File: config.mk
export PLATFORM = sky130hd
export DESIGN_NAME = corr_tx_scheduler
export DESIGN_NICKNAME = d
export VERILOG_FILES = /design/src/rtl/corr_pkg.sv /design/src/rtl/corr_tx_scheduler.sv
export SDC_FILE = /design/constraint.sdc
export NUM_CORES = 1
export LEC_CHECK = 0
export BUFFER_PORTS_ARGS = -buffer_cell sky130_fd_sc_hd__buf_2
export CELL_PAD_IN_SITES_DETAIL_PLACEMENT = 0
export CELL_PAD_IN_SITES_GLOBAL_PLACEMENT = 1
export CORE_ASPECT_RATIO = 0.75
export CORE_MARGIN = 5
export CORE_UTILIZATION = 37
export CTS_BUF_LIST = sky130_fd_sc_hd__clkbuf_8
export DETAILED_ROUTE_END_ITERATION = 10
export HOLD_SLACK_MARGIN = 0.03
export PLACE_DENSITY_LB_ADDON = 0.1
export SLEW_MARGIN = 25
export SYNTH_ARGS = -nofsm -noshare
export SYNTH_HDL_FRONTEND = slang
export SYNTH_SLANG_ARGS = --single-unit
File: constraint.sdc
create_clock -name clk -period 2.2 [get_ports clk]
set_input_delay 0.33 -clock clk [delete_from_list [all_inputs] [get_ports clk]]
set_output_delay 0.33 -clock clk [all_outputs]
set_load 0.02 [all_outputs]
File: src/rtl/corr_pkg.sv
// Shared definitions for the correlator transmit scheduler: state encoding,
// default frame header word and dropped-trigger counter width.
package corr_pkg;

   // State encoding, kept as plain values so other blocks can decode them.
   localparam logic [2:0] ENC_IDLE  = 3'd0;
   localparam logic [2:0] ENC_SYNC  = 3'd1;
   localparam logic [2:0] ENC_COUNT = 3'd2;
   localparam logic [2:0] ENC_CHAN  = 3'd3;
   localparam logic [2:0] ENC_DONE  = 3'd4;

   typedef enum logic [2:0] {
      IDLE  = ENC_IDLE,
      SYNC  = ENC_SYNC,
      COUNT = ENC_COUNT,
      CHAN  = ENC_CHAN,
      DONE  = ENC_DONE
   } state_t;

   // Header word that opens every frame.
   localparam logic [31:0] DEF_SYNC_WORD = 32'hA5A5_A5A5;

   // Width of the saturating dropped-trigger counter.
   localparam int DROP_W = 16;

endpackage

File: src/rtl/corr_tx_scheduler.sv
// Serialises one correlator frame (sync word, frame number, enabled channel
// words) onto the shared word transmitter using a valid/ready handshake.
// Triggers arriving while a frame is in flight are dropped and counted.
module corr_tx_scheduler
   import corr_pkg::*;
#(
   parameter int          CHANNELS   = 12,
   parameter int          RESOLUTION = 32,
   parameter logic [31:0] SYNC_WORD  = DEF_SYNC_WORD
) (
   input  logic                           clk,
   input  logic                           reset,
   input  logic                           trigger,
   input  logic [CHANNELS*RESOLUTION-1:0] chan_data,
   input  logic [CHANNELS-1:0]            chan_mask,
   output logic [RESOLUTION-1:0]          word_data,
   output logic                           word_valid,
   input  logic                           word_ready,
   output logic                           busy,
   output logic                           frame_done,
   output logic                           overrun,
   output logic [RESOLUTION-1:0]          frame_count,
   output logic [DROP_W-1:0]              dropped_count
);

   localparam int IDX_W = (CHANNELS > 1) ? $clog2(CHANNELS) : 1;
   localparam logic [IDX_W-1:0]      LAST_IDX = IDX_W'(CHANNELS - 1);
   // Header word fitted to the word width (truncated or zero-extended).
   localparam logic [RESOLUTION-1:0] SYNC_R   = RESOLUTION'(SYNC_WORD);

   state_t                                 state;
   logic [IDX_W-1:0]                       idx;
   logic [IDX_W-1:0]                       idx_nxt;
   logic [CHANNELS-1:0][RESOLUTION-1:0]    snap_data;
   logic [CHANNELS-1:0]                    snap_mask;

   // Next channel slot; only used while idx is below the last channel.
   always_comb begin
      idx_nxt = idx + IDX_W'(1);
   end

   // Frame sequencer with registered handshake outputs and trigger bookkeeping.
   always_ff @(posedge clk) begin
      if (reset) begin
         state         <= IDLE;
         idx           <= '0;
         snap_data     <= '0;
         snap_mask     <= '0;
         word_data     <= '0;
         word_valid    <= 1'b0;
         busy          <= 1'b0;
         frame_done    <= 1'b0;
         overrun       <= 1'b0;
         frame_count   <= '0;
         dropped_count <= '0;
      end else begin
         frame_done <= 1'b0;
         overrun    <= 1'b0;

         // Any trigger outside IDLE (DONE included) is refused.
         if (trigger && (state != IDLE)) begin
            overrun <= 1'b1;
            if (dropped_count != '1)
               dropped_count <= dropped_count + DROP_W'(1);
         end

         case (state)
            IDLE: begin
               if (trigger) begin
                  snap_data   <= chan_data;
                  snap_mask   <= chan_mask;
                  frame_count <= frame_count + RESOLUTION'(1);
                  word_data   <= SYNC_R;
                  word_valid  <= 1'b1;
                  busy        <= 1'b1;
                  state       <= SYNC;
               end
            end
            SYNC: begin
               // frame_count already holds the post-increment value here.
               if (word_ready) begin
                  word_data <= frame_count;
                  state     <= COUNT;
               end
            end
            COUNT: begin
               if (word_ready) begin
                  idx        <= '0;
                  word_valid <= snap_mask[0];
                  word_data  <= snap_data[0];
                  state      <= CHAN;
               end
            end
            CHAN: begin
               // A slot completes on a transfer, or immediately when masked off
               // (word_valid low means this slot is a one-cycle skip).
               if (!word_valid || word_ready) begin
                  if (idx == LAST_IDX) begin
                     word_valid <= 1'b0;
                     busy       <= 1'b0;
                     frame_done <= 1'b1;
                     state      <= DONE;
                  end else begin
                     idx        <= idx_nxt;
                     word_valid <= snap_mask[idx_nxt];
                     word_data  <= snap_data[idx_nxt];
                  end
               end
            end
            DONE: begin
               state <= IDLE;
            end
            default: begin
               word_valid <= 1'b0;
               busy       <= 1'b0;
               state      <= IDLE;
            end
         endcase
      end
   end

endmodule

==> results of run 1 <==
Yosys cell counts, types with 2 or more instances:
library cell	n
nand4_1	13
nor2b_1	4
nor4_1	5
buf_1	8
o211ai_1	3
mux2_2	17
a221oi_1	34
or2_2	2
ha_1	3
and4_1	7
dfxtp_1	487
o21a_1	2
and2_1	7
xnor2_1	22
and3_1	4
nand3_1	15
nor4_2	2
o21ai_0	23
xor2_1	20
nor3_1	13
mux4_2	99
nand2_1	817
a211oi_1	2
nor4b_1	2
buf_2	7
o31ai_1	17
mux2i_1	20
o311ai_0	2
or3_1	21
a21oi_1	426
a31oi_1	16
a32oi_1	17
clkbuf_1	184
inv_1	24
nand4b_1	2
nor2_1	71
nor3_2	3
metal layers:
layer / routed length, um / part of all wire [%] / track usage [%]
met5: 41 / 0.046 / 0
met3: 7430 / 8.3 / 8.05
met1: 38900 / 43 / 37.8
met4: 3550 / 4.0 / 11.1
met2: 39900 / 44 / 43.6
kinds of logic (layout without fill, tap and decap cells):
family,after synthesis,after routing
xor gates and xnor gates,42,42
muxes,136,136
adders and majority gates,3,3
buffers and inverters,224,1147
other,0,2
and+or+nand+nor,994,994
AOI/OAI and AO/OA,551,551
DFF,487,487
repair_timing:
action | CTS | global route
endpoints found under the hold margin | 397 | 0
resized for setup | 3 | 12
pin swaps | 2 | 6
setup buffers | 2 | 4
setup endpoints to repair | 34 | 44
cloned | 1 | 2
hold buffers | 404 | 0
worst register-to-register path: stages, from the launching register on:
cell and delay [ps]:
dfxtp_4 370, ha_4 380, buf_4 180, clkbuf_16 180, mux4_2 430, a221oi_1 370, a31oi_1 120
sequential cells by signal (all words and copies together) (netlist names), 3 cells and up:
signal and cells:
snap_data 384, frame_count 32, word_data 32, dropped_count 16, snap_mask 12, idx 4
state 3
report_power, final:
group	leakage, uW	total, uW	internal, uW	switching, uW
Combinational	0.00719	7120	2860	4250
Clock	0.000913	7920	4160	3760
Sequential	0.00399	10900	10000	886
Total	0.0121	25900	17100	8900
area by class of cell:
cell class                      count  area [um^2]
Multi-Input combinational cell   1726        10300
Sequential cell                   487         9750
Clock buffer                      102         1400
Inverter                           24         90.1
Tap cell                          731          915
Antenna cell                        2         5.00
Clock inverter                     38          179
Timing Repair Buffer              983         7600
Fill cell                        5154        25400
metrics by stage:
stage	instances	hold slack, ps	utilization, %	setup TNS, ps
detailed placement	3539	444	43.8	-3620
global placement	3539	440	43.8	-3540
CTS	4086	121	54.0	0
finish	4093	215	54.3	0
floorplan	2437	433	-	-29.0
global route	4093	189	54.3	-22.4
final timing paths:
kind                                     start              to  slack [ps]  cells after the start
worst max register to register          idx[0]   word_data[16]          40                      6
worst min register to register  snap_data[135]  snap_data[135]         450                      2
worst max-delay path                    idx[0]   word_data[16]          40                      6
worst min-delay path                   trigger         overrun         220                      4
layout by cell type (no fill, tap or decap), types with 19 or more instances in the layout:
cell type        n
a21oi_1        424
a221oi_1        34
buf_12          25
buf_2          482
buf_4           62
clkbuf_8       102
dfxtp_1        485
dlygate4sd3_1  404
inv_1           51
mux2i_1         19
mux4_2          99
nand2_1        817
nor2_1          71
o21ai_0         23
or3_1           21
xnor2_1         21
xor2_1          19
==> impl_results.md, run 1 <==
* Setup crit start kind: flop
* Detailed Route Iter0 Violations at 1992
* Cell taking the most area after synthesis: dfxtp_1
* Largest delay contributor family on the critical path: compound AO/OA/AOI/OAI gates
* Max Cap Viol at 0
* Max-slew headroom at between 30 and 40%
* Register area share after synthesis at between 40% and 50%
* Die area at a little over 60000 um^2
* Worst-Skew Late Latency at between 600 and 700 ps
* Critical path class: flop to flop
* Final setup viols at 0
* Final WS setup at approximately 41 ps
* GR Overflow Total at 0
* Detailed-route via count at between 20000 and 25000
* Simple-Gate Fraction of Synth Area at 19.4%
* CP Data Arrival Time at between 2000 and 3000 ps
* Via density at around 5.3
* Pwr Total at 25900 uW
* Final period util at a little over nine tenths
* Ys flop type: dfxtp_1
* CP max stage cell: mux4_2
* Leakage power at ~0.012 uW
* Clock Skews at 20.0 ps
* Yosys Warn Count at 0
* Vert. Die Dim at between 200 and 250 um
* Final Cell Area at between 30000 and 40000 um^2
* Slew @ Worst Pin at roughly 990 ps
* Async set-reset flop share out of synthesis at 0%
* # H-tree levels at 3
* Dominant cells by area after synthesis: dfxtp_1 47%, nand2_1 15%, mux4_2 11%, a21oi_1 10%, clkbuf_1 3.3%
* Post-Synth XOR/XNOR Area at under 10%
* Root Driver: clkbuf_8
* Mux share of post-synthesis cell area at 12.6%
* Synthesized area at slightly above 20000 um^2
* Power per cell area at 859 nW/um^2
* Initial Util at 37.2%
* Dpl ws at -159 ps
* Post-route ant nets at 0
* Clock Sinks at around 490
* First-pass GRT wire length at about 130000 um
* DR WL/cell at between 20 and 25 um
* TritonCTS clock tree: done
* Post-synthesis net count at around 2800
* Ports at approximately 480
* Crit path max fanout at 11
* Longest Clk Path Bufs at 3
* Final Hold Vio Count at 0
* Max-slew violations at 0
* Number of I/O port buffers at 483
* Initial antenna violation count at 9
* TritonCTS Buffers at between 80 and 90
* 1st-pass router iterations at 5
* Flops & latches, synth at around 490
* Largest family of logic cells by synthesized area: simple AND/OR/NAND/NOR gates
* Avg Synthesized Cell Area at 8.50 um^2
* Cells after synthesis at 2437
* DP Area at 24400 um^2
* Peak VDD IR at 0.416 mV
* GRT Total Usage at between 20 and 30%
* CP Cell Sequence: ha_4 > buf_4 > clkbuf_16 > mux4_2 > a221oi_1 > a31oi_1
* Post-synthesis compound-gate area fraction at about 15%
* Row Count at 75
* Crit. End Element: flop
* Core area at about 56000 um^2
* Area growth from synthesis to layout at 45.7%
* Largest net degree at the start of global routing at 196
* CP peak stage delay at between 400 and 500 ps
* Period minus WS final at 2160 ps
* Worst min path class: input port to flop
* Top-area cell type share of the netlist area at roughly 47%
* Status: finished, final reports clean
* CP required at around 2700 ps
* Routed wire length at ~90000 um
* Drt drc at 0
* RD Place Congestion at 0.915
* Chip Width at between 200 and 300 um
* Post-synth EDFFs at 0
* # nets final at between 3000 and 4000
* Layout cells sized above 1 at 24.9%
* Vias in the first global route at between 20000 and 25000
* Placed wire-length estimate at approximately 63000 um
* Netlist cell types at between 50 and 60
* F_max at 0.463 GHz
* Synth Area in Adders at 0.181%
* Clock-pin transition on the worst setup and hold timing paths at around 60 ps
* Crit path buffers/inverters at 2
No activity file was read; power rests on OpenSTA's default activity.
==> run 2: changes to the inputs <==
- CORE_UTILIZATION: 37 -> 41
- clock period: 2.2 -> 2.1 ns (I/O delays scaled with it)
==> run 2 against run 1 <==
Effect of this change:
- the flow now finishes with violations (setup timing)
- total power grew 5.2%
- cell count shrank 1.1%
- global-route usage grew 2.7 points
- die area shrank 9.4%
- largest cell class unchanged
==> impl_results.md, run 2 (synthesis gave the netlist of run 1 again) <==
* Status: complete, but fails checks
* Failing checks: setup timing
* Largest delay contributor family on the critical path: simple AND/OR/NAND/NOR gates
* Max-slew headroom at 11.0%
* Unrepaired setup endpoints after global routing: yes
* Final Hold Vio Count at 0
* Most frequent cells in the layout: 817 x nand2_1, 483 x dfxtp_1, 483 x buf_2
* F_max at approximately 0.47 GHz
* Clock Sinks at 487
* CP Data Arrival Time at 2640 ps
* Vert. Die Dim at slightly above 200 um
* Final core occ at roughly three fifths
* Layout cells sized above 1 at about a quarter
* Ports at around 480
* Max FFs per register at 384
* GR Overflow Total at 0
* Slew @ Worst Pin at between 1000 and 1500 ps
* CP Cell Sequence: buf_6 > or4b_4 > or4_4 > buf_12 > nor3_4 > xnor2_2 > nor2_1
* Pwr Total at 27300 uW
* Detailed Route Iter0 Violations at ~2000
* FF+latch area at ~9800 um^2
* Number of I/O port buffers at between 400 and 500
* Initial antenna violation count at 1
* Leakage power at 0.0125 uW
* DR WL/cell at 22.3 um
* Crit path buffers/inverters at 2
* Row Count at 71
* First-pass GRT wire length at ~130000 um
* Peak VDD IR at 0.583 mV
* Crit path max fanout at 6
* Die area at about 55000 um^2
* Final WS setup at -37.2 ps
* Core area at between 50000 and 60000 um^2
* Most common cell after layout, fill and taps aside: nand2_1
* Biggest regs: snap_data x384, frame_count x32, word_data x32
* Clock-pin transition on the worst setup and hold timing paths at 60 ps
* Initial Util at between 40% and 50%
* Routed wire length at between 90000 and 100000 um
* Crit. End Element: flop
* Top reg by flops: snap_data
* CP max stage cell: or4_4
* Power per cell area at 892 nW/um^2
* Max Cap Viol at 0
* Dpl ws at -204 ps
* # nets final at ~3700
* Largest net degree at the start of global routing at approximately 200
* Final setup viols at 11
* Vias in the first global route at about 22000
* Final period util at 102%
* Drt drc at 0
* Non-filler instance count after layout at around 4000
* RD Place Congestion at slightly above 0.9
* Dpl cells at roughly 3500
* Period minus WS final at ~2100 ps
* Fillcell total at about 4400
* Setup crit start kind: flop
* Area growth from synthesis to layout at 47.8%
* Max-slew violations at 0
* GRT Total Usage at ~31%
* CP peak stage delay at around 510 ps
* Critical path class: flop to flop
* Placed wire-length estimate at ~62000 um
* TritonCTS Buffers at between 70 and 80
* # H-tree levels at 3
* Footprint of the multi-input gates at roughly 10000 um^2
* Via density at ~5.4
* Worst-Skew Late Latency at between 600 and 700 ps
* 1st-pass router iterations at 6
* Worst min path class: input port to flop
* Longest Clk Path Bufs at 3
* Post-route ant nets at 0
* Hold Slack at slightly above 80 ps
* Detailed-route via count at around 22000
* CP required at roughly 2600 ps
* Clock Skews at 25.8 ps
* TritonCTS clock tree: done
* Chip Width at between 200 and 300 um
* Root Driver: clkbuf_8
[run 2: cell types whose count changed in the layout (fill, tap and decap cells not counted), moves of 5 or more]
cell and change:
nor3_4 +5, mux2i_2 +6, buf_4 +39, mux2_4 +14, clkbuf_8 -7, mux2i_1 -7, a32oi_1 -8, inv_1 -7
clkinv_2 +6, a32oi_2 +8, dlygate4sd3_1 -8, mux2_2 -14
[run 2: what timing repair did]
action,CTS,global route
cloned,1,9
setup endpoints to repair,43,122
resized for setup,18,56
hold buffers,396,0
setup buffers,3,11
hold endpoints to repair,396,0
pin swaps,0,17
[run 2: cell type report]
class                   count  share of cell area [%]
repair buffers           1024                    26.2
multi-input cells        1726                    34.2
well taps                 657                    2.68
clock buffers              95                    4.27
clock inverters            35                   0.527
flip-flops and latches    487                    31.9
diodes                      1                 0.00817
inverters                  24                   0.294
[run 2: final timing paths]
path / endpoint / depth (start not counted) / start / slack [ps]
worst max-delay path: frame_count[23] / 7 / state[1] / -40
worst min-delay path: word_valid / 3 / reset / 80
worst max register to register: frame_count[23] / 7 / state[1] / -40
worst min register to register: snap_data[193] / 2 / snap_data[193] / 450
[run 2: metal layers]
layer	vias to the layer above	wire length (um)	global-route usage, %
met2	991	39700	47.0
met4	2	3880	12.8
li1	10200	-	-
met1	10600	38900	42.7
met5	-	11	0
met3	226	7680	7.40
[run 2: worst reg2reg max path: stages, from the launching register on]
cell,delay [ps]
dfxtp_2,320
buf_6,110
or4b_4,480
or4_4,510
buf_12,180
nor3_4,200
xnor2_2,140
nor2_1,60
[run 2: where the power goes]
part / internal (uW) / total [uW] / leakage [uW] / switching [uW]
sequential: 10500 / 11500 / 0.00399 / 955
combinational: 3280 / 7930 / 0.00767 / 4650
clock: 4070 / 7920 / 0.000843 / 3850
total: 17900 / 27300 / 0.0125 / 9450
[run 2: stage by stage]
| step | TNS (ps) | area [um^2] |
|---|---|---|
| 6_report | -160 | 30600 |
| 5_1_grt | -1150 | 30600 |
| 4_1_cts | -58.2 | 30100 |
| 3_5_place_dp | -4620 | 24500 |
| 3_3_place_gp | -4260 | 24500 |
| 2_1_floorplan | -48.2 | 20800 |
==> run 3: changes to the inputs <==
--- a/config.mk
+++ b/config.mk
@@ -16,4 +16,5 @@
 export HOLD_SLACK_MARGIN = 0.03
 export PLACE_DENSITY_LB_ADDON = 0.1
+export SKIP_CTS_REPAIR_TIMING = 1
 export SLEW_MARGIN = 25
 export SYNTH_ARGS = -nofsm -noshare
==> constraint.sdc (replaced) <==
create_clock -name clk -period 2.1 [get_ports clk]
set_input_delay 0.42 -clock clk [delete_from_list [all_inputs] [get_ports clk]]
set_output_delay 0.42 -clock clk [all_outputs]
set_load 0.02 [all_outputs]
==> run 3 against run 2 <==
Effect of this change:
- the flow still finishes with violations (setup timing)
- count of clock-buffer cells in the layout grew 8
- via count shrank 7.1%
- sequential power is essentially flat
- worst hold slack lost 56 ps
- combinational power shrank 5.5%
- first-iteration DRC count grew 3.6%
- sequential cell count is the same
- wire length shrank 6.0%
- maximum frequency shrank 0.79%
- largest power group unchanged
- highest routed layer unchanged
==> impl_results.md, run 3 (synthesis gave the netlist of run 1 again) <==
* HP Start: chan_data[55]
* Setup crit start kind: flop
* TritonCTS Buffers at approximately 80
* F_max at around 0.46 GHz
* Number of I/O port buffers at 483
* DR WL/cell at approximately 23 um
* Critical R2R Capture: word_data[17]
* Dpl cells at 3512
* Failing checks: setup timing
* Hold Slack at 24.8 ps
* Routed wire length at approximately 85000 um
* # nets final at about 3400
* Final Hold Vio Count at 0
* Detailed Route Iter0 Violations at roughly 2100
* Crit. End Element: flop
* FF-to-FF setup slack at -50 ps
* GR Overflow Total at 0
* Clock Skews at around 30 ps
* Status: complete, but fails checks
* R2R cell count at 7
* Root Driver: clkbuf_8
* Peak VDD IR at slightly below 0.4 mV
* Unrepaired setup endpoints after global routing: yes
* Top reg by flops: snap_data
* Final Cell Area at around 28000 um^2
* Core area at 50100 um^2
* Max-slew violations at 0
* Die area at around 55000 um^2
* Largest net degree at the start of global routing at around 130
* Clock-pin transition on the worst setup and hold timing paths at ~60 ps
* Depth of the worst hold-timing path at 3
* Ports at just under 500
* Vias in the first global route at just under 20000
* Critical path class: flop to flop
* Period minus WS final at 2150 ps
* Max FFs per register at 384
* Worst min path class: input port to flop
* Worst setup path startpoint: idx[0]
* Initial antenna violation count at 3
* Via density at ~5.5
* Max Cap Viol at 0
* TritonCTS clock tree: done
* RD Place Congestion at about 0.95
* Most common cell after layout, fill and taps aside: nand2_1
* Power per cell area at 979 nW/um^2
* Leakage power at 0.0114 uW
* GRT Total Usage at between 20% and 30%
* 1st-pass router iterations at 7
* CP Data Arrival Time at about 2600 ps
* Crit path max fanout at 8
* Initial Util at 41.4%
* Most frequent cells in the layout: 813 x nand2_1, 483 x dfxtp_1, 482 x buf_2
* Clock Sinks at roughly 490
* Biggest regs: snap_data x384, frame_count x32, word_data x32
* Post-route ant nets at 0
* Row Count at a little over 70
* Vert. Die Dim at just over 200 um
* Final period util at 103%
* Drt drc at 0
* Final WS setup at -54.2 ps
* DP Area at 24700 um^2
* Longest Clk Path Bufs at 3
* First-pass GRT wire length at between 100000 and 150000 um
* Max-slew headroom at about two fifths
* N_diodes at 0
* Slew @ Worst Pin at just under 900 ps
* Chip Width at around 270 um
* Final setup viols at 18
* Placed wire-length estimate at roughly 63000 um
* Detailed-route via count at 20500
* Worst-Skew Late Latency at ~640 ps
* Non-filler instance count after layout at 3746
* RR Startpoint: idx[0]
* Layout cells sized above 1 at a little under a third
* # H-tree levels at 3
* Area growth from synthesis to layout at 33.5%
* Hold endpoint: snap_data[55]
* CP required at 2570 ps
* Final core occ at 55.2%
==> run 3: cell types whose count changed in the layout (fill, tap and decap cells not counted), moves of 8 or more <==
| cell | before | now |
|---|---|---|
| a221oi_1 | 32 | 23 |
| a221oi_2 | 2 | 11 |
| buf_4 | 101 | 126 |
| clkbuf_8 | 95 | 103 |
| dlygate4sd3_1 | 396 | 55 |
==> run 3: worst max-delay path: stages (launching register included) <==
cell and delay [ps]:
dfxtp_4 370, ha_4 400, buf_4 180, clkbuf_16 160, mux4_2 340, mux2_2 310, a32oi_1 150, o31ai_1 100
==> run 3: where the power goes <==
part	total [uW]	internal (uW)	switching [uW]
Sequential	11400	10500	860
Combinational	7490	2850	4640
Clock	8220	4380	3840
==> run 3: how the worst max path moves through the flow <==
stage,end,slack (ps)
after floorplan,frame_count[20],-20
after global placement,word_data[25],-170
after detailed placement,word_data[25],-250
after CTS,word_data[25],-260
after global routing,word_data[3],-140
final,word_data[17],-50
==> run 3: routing by layer <==
metal | track usage, % | vias up | wire (um)
li1 | - | 9568 | -
met4 | 7.70 | 6 | 2190
met5 | 0 | - | 40
met3 | 9.15 | 125 | 8110
met2 | 43.8 | 800 | 37400
met1 | 39.2 | 9959 | 37000
==> run 3: stage by stage <==
stage	total power, uW	TNS (ps)	setup WS (ps)
finish	27100	-358	-54.2
global route	28300	-1400	-136
CTS	26700	-4480	-261
detailed placement	18500	-10340	-250
global placement	18400	-10140	-167
floorplan	15300	-91.5	-23.4
==> run 3: cell type report <==
cell class | count | area, um^2
Inverter | 24 | 90.1
Sequential cell | 487 | 9760
Multi-Input combinational cell | 1727 | 10500
Clock inverter | 34 | 156
Tap cell | 657 | 822
Clock buffer | 103 | 1420
Timing Repair Buffer | 714 | 4890
Fill cell | 4705 | 22400
